===== src/rtl/rand_walk_integrator_if.sv =====
// CPU snapshot read port for rand_walk_integrator: level request, coherent pos/vel reply.
interface rand_walk_integrator_if #(
  parameter int POS_W = 10,
  parameter int VEL_W = 6
);
  logic             rd_req;
  logic             rd_valid;
  logic [POS_W-1:0] rd_pos;
  logic [VEL_W-1:0] rd_vel;

  modport master (output rd_req, input rd_valid, rd_pos, rd_vel);
  modport slave  (input rd_req, output rd_valid, rd_pos, rd_vel);
endinterface


===== src/rtl/rand_walk_integrator.sv =====
// Integrates a sampled random acceleration into bounded velocity/position with a snapshot read port.
// Optional macro RAND_WALK_BOUNCE_EN: a wall event reflects the velocity instead of zeroing it.
module rand_walk_integrator #(
  parameter int POS_W    = 10,
  parameter int POS_MAX  = 639,
  parameter int POS_INIT = 320,
  parameter int VEL_W    = 6,
  parameter int VEL_MAX  = 15,
  parameter int TICK_DIV = 50000
) (
  input  logic                   clock,
  input  logic                   reset,
  input  logic                   enable,
  input  logic [3:0]             random_acc,
  rand_walk_integrator_if.slave  rd,
  output logic [POS_W-1:0]       pos,
  output logic [VEL_W-1:0]       vel,
  output logic                   wall_hit
);

  localparam int CNT_W = (TICK_DIV > 1) ? $clog2(TICK_DIV) : 1;
  localparam logic [CNT_W-1:0]        CNT_LAST = CNT_W'(TICK_DIV - 1);
  localparam logic signed [VEL_W:0]   VEL_HI   = (VEL_W + 1)'(VEL_MAX);
  localparam logic signed [VEL_W:0]   VEL_LO   = -VEL_HI;
  localparam logic signed [POS_W+1:0] POS_HI   = (POS_W + 2)'(POS_MAX);

  typedef enum logic [1:0] {S_WAIT, S_ACCEL, S_MOVE, S_PUBLISH} state_t;

  state_t                  r_state, w_state_n;
  logic [CNT_W-1:0]        r_cnt;
  logic [3:0]              r_acc, w_acc_n;
  logic [POS_W-1:0]        r_pos_i, w_pos_i_n, r_pos;
  logic [VEL_W-1:0]        r_vel_i, w_vel_i_n, r_vel;
  logic                    r_wall_hit, w_wall;
  logic                    r_rd_valid;
  logic [POS_W-1:0]        r_rd_pos;
  logic [VEL_W-1:0]        r_rd_vel;
  logic signed [VEL_W:0]   w_acc_ext, w_vsum;
  logic signed [POS_W+1:0] w_psum;

  // The -8 code is outside the generator's legal range and counts as no acceleration.
  assign w_acc_ext = (r_acc == 4'b1000) ? '0 : (VEL_W + 1)'($signed(r_acc));
  assign w_vsum    = (VEL_W + 1)'($signed(r_vel_i)) + w_acc_ext;
  assign w_psum    = $signed({2'b00, r_pos_i}) + (POS_W + 2)'($signed(r_vel_i));

  always_ff @(posedge clock or posedge reset) begin
    if (reset) r_state <= S_WAIT;
    else       r_state <= w_state_n;
  end

  always_comb begin
    w_state_n = r_state;
    w_acc_n   = r_acc;
    w_pos_i_n = r_pos_i;
    w_vel_i_n = r_vel_i;
    w_wall    = 1'b0;
    case (r_state)
      S_WAIT: begin
        if (enable && (r_cnt == CNT_LAST)) begin
          w_acc_n   = random_acc;
          w_state_n = S_ACCEL;
        end
      end
      S_ACCEL: begin
        if (w_vsum > VEL_HI)      w_vel_i_n = VEL_HI[VEL_W-1:0];
        else if (w_vsum < VEL_LO) w_vel_i_n = VEL_LO[VEL_W-1:0];
        else                      w_vel_i_n = w_vsum[VEL_W-1:0];
        w_state_n = S_MOVE;
      end
      S_MOVE: begin
        if (w_psum[POS_W+1]) begin
          w_pos_i_n = '0;
          w_wall    = 1'b1;
        end else if (w_psum > POS_HI) begin
          w_pos_i_n = POS_HI[POS_W-1:0];
          w_wall    = 1'b1;
        end else begin
          w_pos_i_n = w_psum[POS_W-1:0];
        end
        if (w_wall) begin
`ifdef RAND_WALK_BOUNCE_EN
          w_vel_i_n = -r_vel_i;
`else
          w_vel_i_n = '0;
`endif
        end
        w_state_n = S_PUBLISH;
      end
      S_PUBLISH: w_state_n = S_WAIT;
      default:   w_state_n = S_WAIT;
    endcase
  end

  // The tick counter keeps running through a step so sample edges stay TICK_DIV apart.
  always_ff @(posedge clock or posedge reset) begin
    if (reset) begin
      r_cnt      <= '0;
      r_acc      <= '0;
      r_pos_i    <= POS_W'(POS_INIT);
      r_vel_i    <= '0;
      r_pos      <= POS_W'(POS_INIT);
      r_vel      <= '0;
      r_wall_hit <= 1'b0;
    end else begin
      if (enable) r_cnt <= (r_cnt == CNT_LAST) ? '0 : r_cnt + CNT_W'(1);
      r_acc      <= w_acc_n;
      r_pos_i    <= w_pos_i_n;
      r_vel_i    <= w_vel_i_n;
      r_wall_hit <= w_wall;
      if (r_state == S_PUBLISH) begin
        r_pos <= r_pos_i;
        r_vel <= r_vel_i;
      end
    end
  end

  // Snapshot only ever copies the published registers, so a PUBLISH edge yields the old pair.
  always_ff @(posedge clock or posedge reset) begin
    if (reset) begin
      r_rd_valid <= 1'b0;
      r_rd_pos   <= POS_W'(POS_INIT);
      r_rd_vel   <= '0;
    end else if (rd.rd_req && !r_rd_valid) begin
      r_rd_valid <= 1'b1;
      r_rd_pos   <= r_pos;
      r_rd_vel   <= r_vel;
    end else if (!rd.rd_req) begin
      r_rd_valid <= 1'b0;
    end
  end

  assign pos         = r_pos;
  assign vel         = r_vel;
  assign wall_hit    = r_wall_hit;
  assign rd.rd_valid = r_rd_valid;
  assign rd.rd_pos   = r_rd_pos;
  assign rd.rd_vel   = r_rd_vel;

endmodule


===== src/flat_wrapper.sv =====
// flat-port wrapper written by rule: the top's interface ports become plain ports
module rand_walk_integrator_flat 
#(
  parameter int POS_W    = 10,
  parameter int POS_MAX  = 639,
  parameter int POS_INIT = 320,
  parameter int VEL_W    = 6,
  parameter int VEL_MAX  = 15,
  parameter int TICK_DIV = 50000
)
  (clock, reset, enable, random_acc, pos, vel, wall_hit, rd_rd_req, rd_rd_valid, rd_rd_pos, rd_rd_vel);
  rand_walk_integrator_if #(.POS_W(POS_W), .VEL_W(VEL_W)) rd_i ();
  input  logic clock;
  input  logic reset;
  input  logic enable;
  input  logic [3:0] random_acc;
  output logic [POS_W-1:0] pos;
  output logic [VEL_W-1:0] vel;
  output logic wall_hit;
  input wire logic [$bits(rd_i.rd_req)-1:0] rd_rd_req;
  output wire logic [$bits(rd_i.rd_valid)-1:0] rd_rd_valid;
  output wire logic [$bits(rd_i.rd_pos)-1:0] rd_rd_pos;
  output wire logic [$bits(rd_i.rd_vel)-1:0] rd_rd_vel;
  assign rd_i.rd_req = rd_rd_req;
  assign rd_rd_valid = rd_i.rd_valid;
  assign rd_rd_pos = rd_i.rd_pos;
  assign rd_rd_vel = rd_i.rd_vel;
  rand_walk_integrator #(.POS_W(POS_W), .POS_MAX(POS_MAX), .POS_INIT(POS_INIT), .VEL_W(VEL_W), .VEL_MAX(VEL_MAX), .TICK_DIV(TICK_DIV)) u_core (.clock(clock), .reset(reset), .enable(enable), .random_acc(random_acc), .rd(rd_i), .pos(pos), .vel(vel), .wall_hit(wall_hit));
endmodule

===== config.mk =====
export PLATFORM = sky130hd
export DESIGN_NAME = rand_walk_integrator_flat
export DESIGN_NICKNAME = d
export VERILOG_FILES = /design/src/rtl/rand_walk_integrator_if.sv /design/src/rtl/rand_walk_integrator.sv /design/src/flat_wrapper.sv
export SDC_FILE = /design/constraint.sdc
export NUM_CORES = 1
export LEC_CHECK = 0
export ABC_AREA = 1
export ABC_CLOCK_PERIOD_IN_PS = 5800
export BUFFER_PORTS_ARGS = -buffer_cell sky130_fd_sc_hd__buf_4
export CAP_MARGIN = 25
export CORE_MARGIN = 3
export CORE_UTILIZATION = 30
export CTS_BUF_LIST = sky130_fd_sc_hd__clkbuf_2
export CTS_CLUSTER_SIZE = 12
export DETAILED_ROUTE_END_ITERATION = 10
export HOLD_SLACK_MARGIN = 0.02
export PLACE_DENSITY_LB_ADDON = 0.15
export SYNTH_ARGS = -nofsm -noshare
export SYNTH_HDL_FRONTEND = slang
export SYNTH_SLANG_ARGS = --single-unit

===== constraint.sdc =====
create_clock -name clock -period 5.8 [get_ports clock]
set_input_delay 0.58 -clock clock [delete_from_list [all_inputs] [get_ports clock]]
set_output_delay 0.58 -clock clock [all_outputs]
set_load 0.1 [all_outputs]

**After elaboration in Yosys (flattened, before gate mapping)**

Index checks and enable logic that the tools add are counted.

- Bits in read-only memories: 0
- Register bits after elaboration: 72
- Memories kept: 0
- Word-level logic and storage cells: 48
- Output and inout port bits: 34
- Bits in latches: 0
- RAM bits: 0
- Input port bits: 8

- Multiplexer cells: 16
- $add $sub $neg: 3
- Shift-type cells: 0
- Multipliers: 0
- Divide/modulo/power cells: 0
- $lt $le $gt $ge: 3
- Reduce and logical (&&, ||, !) cells: 7
- Bitwise gates (word level): 0
- Equal/unequal tests: 8

Operator list:

| operator | count |
|---|---|
| $mux W10 | 2 |
| $mux W6 | 3 |
| $add A16 B1 Y16 const B | 1 |
| $eq A16 B16 Y1 const B | 1 |
| $mux W16 | 1 |
| $add A11 B6 Y12 | 1 |
| $gt A12 B11 Y1 const B | 1 |
| $pmux W6 S2 | 1 |
| $pmux W2 S4 | 1 |
| $add A6 B7 Y7 | 1 |
| $gt A7 B5 Y1 const B | 1 |
| $lt A7 B5 Y1 const B | 1 |
| $mux W7 | 1 |
| $mux W1 | 6 |
| $ne A2 B1 Y1 const B | 3 |
| $eq A2 B2 Y1 const B | 2 |
| $eq A4 B4 Y1 const B | 1 |
| $reduce_and A2 Y1 | 2 |
| $eq A2 B1 Y1 const B | 1 |
| $logic_and A1 B1 Y1 | 2 |
| $logic_not A2 Y1 | 1 |
| $mux W2 | 1 |
| $reduce_bool A2 Y1 | 1 |
| $logic_not A1 Y1 | 1 |

**Logic depth before layout (Yosys ltp)**

- Word-level depth: 7
- Mapped depth: 17
- Mapped depth without buffers: 17

**Worst setup path after synthesis**

OpenSTA, ideal clock, no wires.

- Path kind: register to register
- Start point: reg u_core.r_vel_i[0]
- End point: reg u_core.r_pos_i[4]
- Arrival time: 1.921 ns
- Stages on the path, launching flop included: 18
- Path slack: 3.762 ns
- Clock period less this slack: 2.038 ns
- Cell sequence: dfrtp_1 ha_1 inv_1 fa_1 inv_1 nand3_1 nand2_1 nand2_1 nand2_1 nand2_1 nand2_1 nand2_1 nand2_2 nand3_2 nand2_2 nand2_1 nand2_1 nand2_1

- Longest elaborated chain between the ends: 4

RTL lines:

| item | RTL line | text |
|---|---|---|
| start, declared | rand_walk_integrator.sv:33 | `logic [VEL_W-1:0] r_vel_i, w_vel_i_n, r_vel;` |
| start signal, assigned | rand_walk_integrator.sv:108 | `r_vel_i <= w_vel_i_n;` |
| $add A11 B6 Y12 (*) | rand_walk_integrator.sv:44 | `assign w_psum = $signed({2'b00, r_pos_i}) + (POS_W + 2)'($signed(r_vel_i));` |
| $gt A12 B11 Y1 | rand_walk_integrator.sv:74 | `end else if (w_psum > POS_HI) begin` |
| $mux W10 | rand_walk_integrator.sv:74 |  |
| $mux W10 (*) | rand_walk_integrator.sv:71 | `if (w_psum[POS_W+1]) begin` |
| end signal, assigned | rand_walk_integrator.sv:99 | `r_pos_i <= POS_W'(POS_INIT);` |
| end signal, assigned | rand_walk_integrator.sv:107 | `r_pos_i <= w_pos_i_n;` |
| end, declared | rand_walk_integrator.sv:32 | `logic [POS_W-1:0] r_pos_i, w_pos_i_n, r_pos;` |

Mark *: on every way between the ends. The rest lies on a longest branch, timed or not.
A chain may end at the register's enable or synchronous reset.

**Worst setup path in the final report**

- Start point: reg u_core.r_vel_i[0]
- End point: reg u_core.r_pos_i[9]

Same word-level chain as after synthesis.

==> impl_metrics.env <==
export IMPL_outcome="finished clean"
export IMPL_met3_length_um=356
export IMPL_num_rows=41
export IMPL_min_path_type="primary input to flop"
export IMPL_period_share_pct=43.4
export IMPL_clock_skew_ns=0.0196
export IMPL_maxCapViolCount=0
export IMPL_placed_cells=726
export IMPL_totalWireLength_um=8970
export IMPL_dr_pass1_iters=5
export IMPL_syn_to_final_growth_pct=14.5
export IMPL_netlist_instances=522
export IMPL_slew_headroom_pct=39.3
export IMPL_p_sw_mw=0.335
export IMPL_grt_pass1_wl_um=15400
export IMPL_start_util_pct=31.5
export IMPL_vias_per_cell=4.52
export IMPL_antenna_found_initial=0
export IMPL_wl_per_cell_um=12.1
export IMPL_totalNegativeSetupSlack_ns=0
export IMPL_async_reset_ff_share_pct=100
export IMPL_peakVddDrop_uv=101
export IMPL_fp_coreArea_um2=13000
export IMPL_post_cts_buffers=0
export IMPL_hold_viol=0
export IMPL_cts_tree="built"
export IMPL_cts_made_buffers=9
export IMPL_synthFlopType="dfrtp_1"
export IMPL_max_clock_freq_mhz=397
export IMPL_place_hpwl_um=6910
export IMPL_diodes=0
export IMPL_h_tree_depth=3
export IMPL_clock_latency_ns=0.54
export IMPL_first_global_vias=3209
export IMPL_syn_area_per_cell_um2=7.82
export IMPL_yosys_cell_types_count=38
export IMPL_die_w_um=123
export IMPL_cp_required_ns=6.23
export IMPL_path_class="flop to flop"
export IMPL_synth_top_area_cell="dfrtp_1"
export IMPL_cp_max_fo=7
export IMPL_p_leak_nw=2.51
export IMPL_drtIter0Drc=140
export IMPL_dieArea_um2=15000
export IMPL_synthTopCellsByArea="dfrtp_1 (40%), nand2_1 (15%), inv_1 (7.1%)"
export IMPL_place_gp_congestion=0.838
export IMPL_layout_drive_gt1_share_pct=15.5
export IMPL_stdcell_count=741
export IMPL_period_needed_ns=2.52
export IMPL_port_buffers=41
export IMPL_crit_arrival_ns=2.94
export IMPL_p_int_mw=0.680
export IMPL_synthMostInstantiatedCell="nand2_1"
export IMPL_cts_sinks=72
export IMPL_p_per_area_nw_per_um2=217
export IMPL_wirelength_met1_um=4410
export IMPL_cts_hold_buf=0
export IMPL_final_util_pct=36.0
export IMPL_drc_errors=0
export IMPL_yosys_top_cells_count="nand2_1 (161), inv_1 (77), dfrtp_1 (66), o21ai_0 (43), nand3_1 (35)"
export IMPL_p_clk_share_pct=27.4
export IMPL_cts_resized=0
export IMPL_vias=3350
export IMPL_rsz0062_at_grt="no"
export IMPL_highest_layer="met4"
export IMPL_clk_pin_slew_ns=0.20
export IMPL_switching_share_pct=33.0
export IMPL_seq_power_share_pct=55.1
export IMPL_setup_viol=0
export IMPL_start_kind="flop"
export IMPL_die_h_um=123
export IMPL_final_cell_area_um2=4680
export IMPL_yosysSeqAreaShare_pct=44.3
export IMPL_cp_end_kind="flop"
export IMPL_yosysWarnings=0
export IMPL_grtUsageTotal_pct=12.9
export IMPL_ios=42
export IMPL_fin_nets=595
export IMPL_clockBufferDepth=2
export IMPL_worst_pin_slew_ns=0.910
export IMPL_wl_met2_um=4060
export IMPL_ys_ff_latch=72
export IMPL_ant_nets=0
export IMPL_p_total_mw=1.01
export IMPL_synth_edff_count=0
export IMPL_power_frac_comb_pct=17.6
export IMPL_grt_max_degree=73
export IMPL_syn_area_um2=4080
export IMPL_placed_area_um2=4570
export IMPL_synth_net_count=552
export IMPL_drv_slew=0
export IMPL_synth_top_cell_area_share_pct=40.4
export IMPL_clockRootBuffer="clkbuf_2"
export IMPL_grt_ovfl_total=0
==> cell usage in the layout (no fill, tap or decap), types with 5 or more instances in the layout <==
cell	synthesis	final
a21oi_1	8	8
buf_4	0	42
clkbuf_2	0	11
dfrtp_1	66	66
dfstp_2	6	6
ha_1	20	20
inv_1	77	76
nand2_1	161	161
nand2_2	6	6
nand3_1	35	35
nand3_2	5	5
nand4_1	9	9
nor2_1	24	24
nor3_1	5	5
o21ai_0	43	43
xnor2_1	6	6
xor2_1	7	7
==> state kept, by name (all words and copies together) (netlist names) <==
name	flops
u_core.wall_hit	1
u_core.r_acc	4
u_core.rd.rd_pos	10
u_core.r_vel_i	6
u_core.pos	10
u_core.rd.rd_valid	1
u_core.r_cnt	16
u_core.vel	6
u_core.r_pos_i	10
u_core.rd.rd_vel	6
u_core.r_state	2
==> layer usage <==
metal	up-vias	track usage, %
li1	1749	-
met1	1536	17.0
met2	53	20.7
met3	12	3.00
met4	0	4.48
met5	-	0
==> per-stage QoR <==
step | setup slack, ns | hold slack, ns
after floorplan | 3.41 | 0.457
after global placement | 3.25 | 0.466
after detailed placement | 3.30 | 0.477
after CTS | 3.25 | 0.0884
after global routing | 2.98 | 0.0515
final | 3.28 | 0.155
==> final cells by class <==
type / count / area, µm²
clock buffers: 11 / 55.1
clock inverters: 4 / 46.3
fillers: 1369 / 8300
inverters: 81 / 304
multi-input cells: 359 / 1930
flip-flops and latches: 72 / 1810
well taps: 172 / 215
repair buffers: 42 / 315
==> power groups by stage <==
| stage | sequential (mW) | clock [mW] | combinational, mW |
|---|---|---|---|
| after global routing | 0.565 | 0.319 | 0.210 |
| after global placement | 0.568 | 0 | 0.178 |
| after CTS | 0.559 | 0.296 | 0.184 |
| after floorplan | 0.565 | 0 | 0.140 |
| after detailed placement | 0.568 | 0 | 0.183 |
| final | 0.559 | 0.278 | 0.178 |
==> worst max-delay path: stages, from the launching register on <==
cell	delay [ns]
dfrtp_1	0.48
ha_1	0.25
inv_1	0.07
fa_1	0.43
inv_1	0.11
nand3_1	0.07
nand2_1	0.14
nand2_1	0.09
nand2_1	0.06
nand2_1	0.04
nand2_1	0.12
nand2_1	0.08
nand2_2	0.08
nand3_2	0.13
o21ai_1	0.17
o21ai_0	0.09
==> final timing paths <==
path | startpoint | to | slack [ns] | cells past startpoint
worst max-delay path | u_core.r_vel_i[0]$_DFFE_PP0P_ | u_core.r_pos_i[9]$_DFFE_PP0P_ | 3.28 | 15
worst min-delay path | rd_rd_req | u_core.rd.rd_valid$_DFFE_PP0P_ | 0.15 | 1
worst max register to register | u_core.r_vel_i[0]$_DFFE_PP0P_ | u_core.r_pos_i[9]$_DFFE_PP0P_ | 3.28 | 15
worst min register to register | u_core.rd.rd_pos[8]$_DFFE_PP1P_ | u_core.rd.rd_pos[8]$_DFFE_PP1P_ | 0.50 | 2
max in group asynchronous | reset | u_core.pos[3]$_DFFE_PP0N_ | 4.91 | 3
min in group asynchronous | reset | u_core.r_vel_i[0]$_DFFE_PP0P_ | 0.30 | 3
==> logic make-up (layout without fill, tap and decap cells) <==
| logic type | count (synthesis) | in the layout | share of synthesized area, % |
|---|---|---|---|
| flip-flops | 72 | 72 | 44.3 |
| AO/OA/AOI/OAI | 60 | 60 | 7.72 |
| AND/OR/NAND/NOR | 260 | 260 | 28.6 |
| multiplexers | 4 | 4 | 1.10 |
| buffers and inverters | 91 | 138 | 8.43 |
| adder cells (fa/ha/maj) | 22 | 22 | 7.11 |
| XOR/XNOR | 13 | 13 | 2.79 |
(Power assumes the default switching activity.)
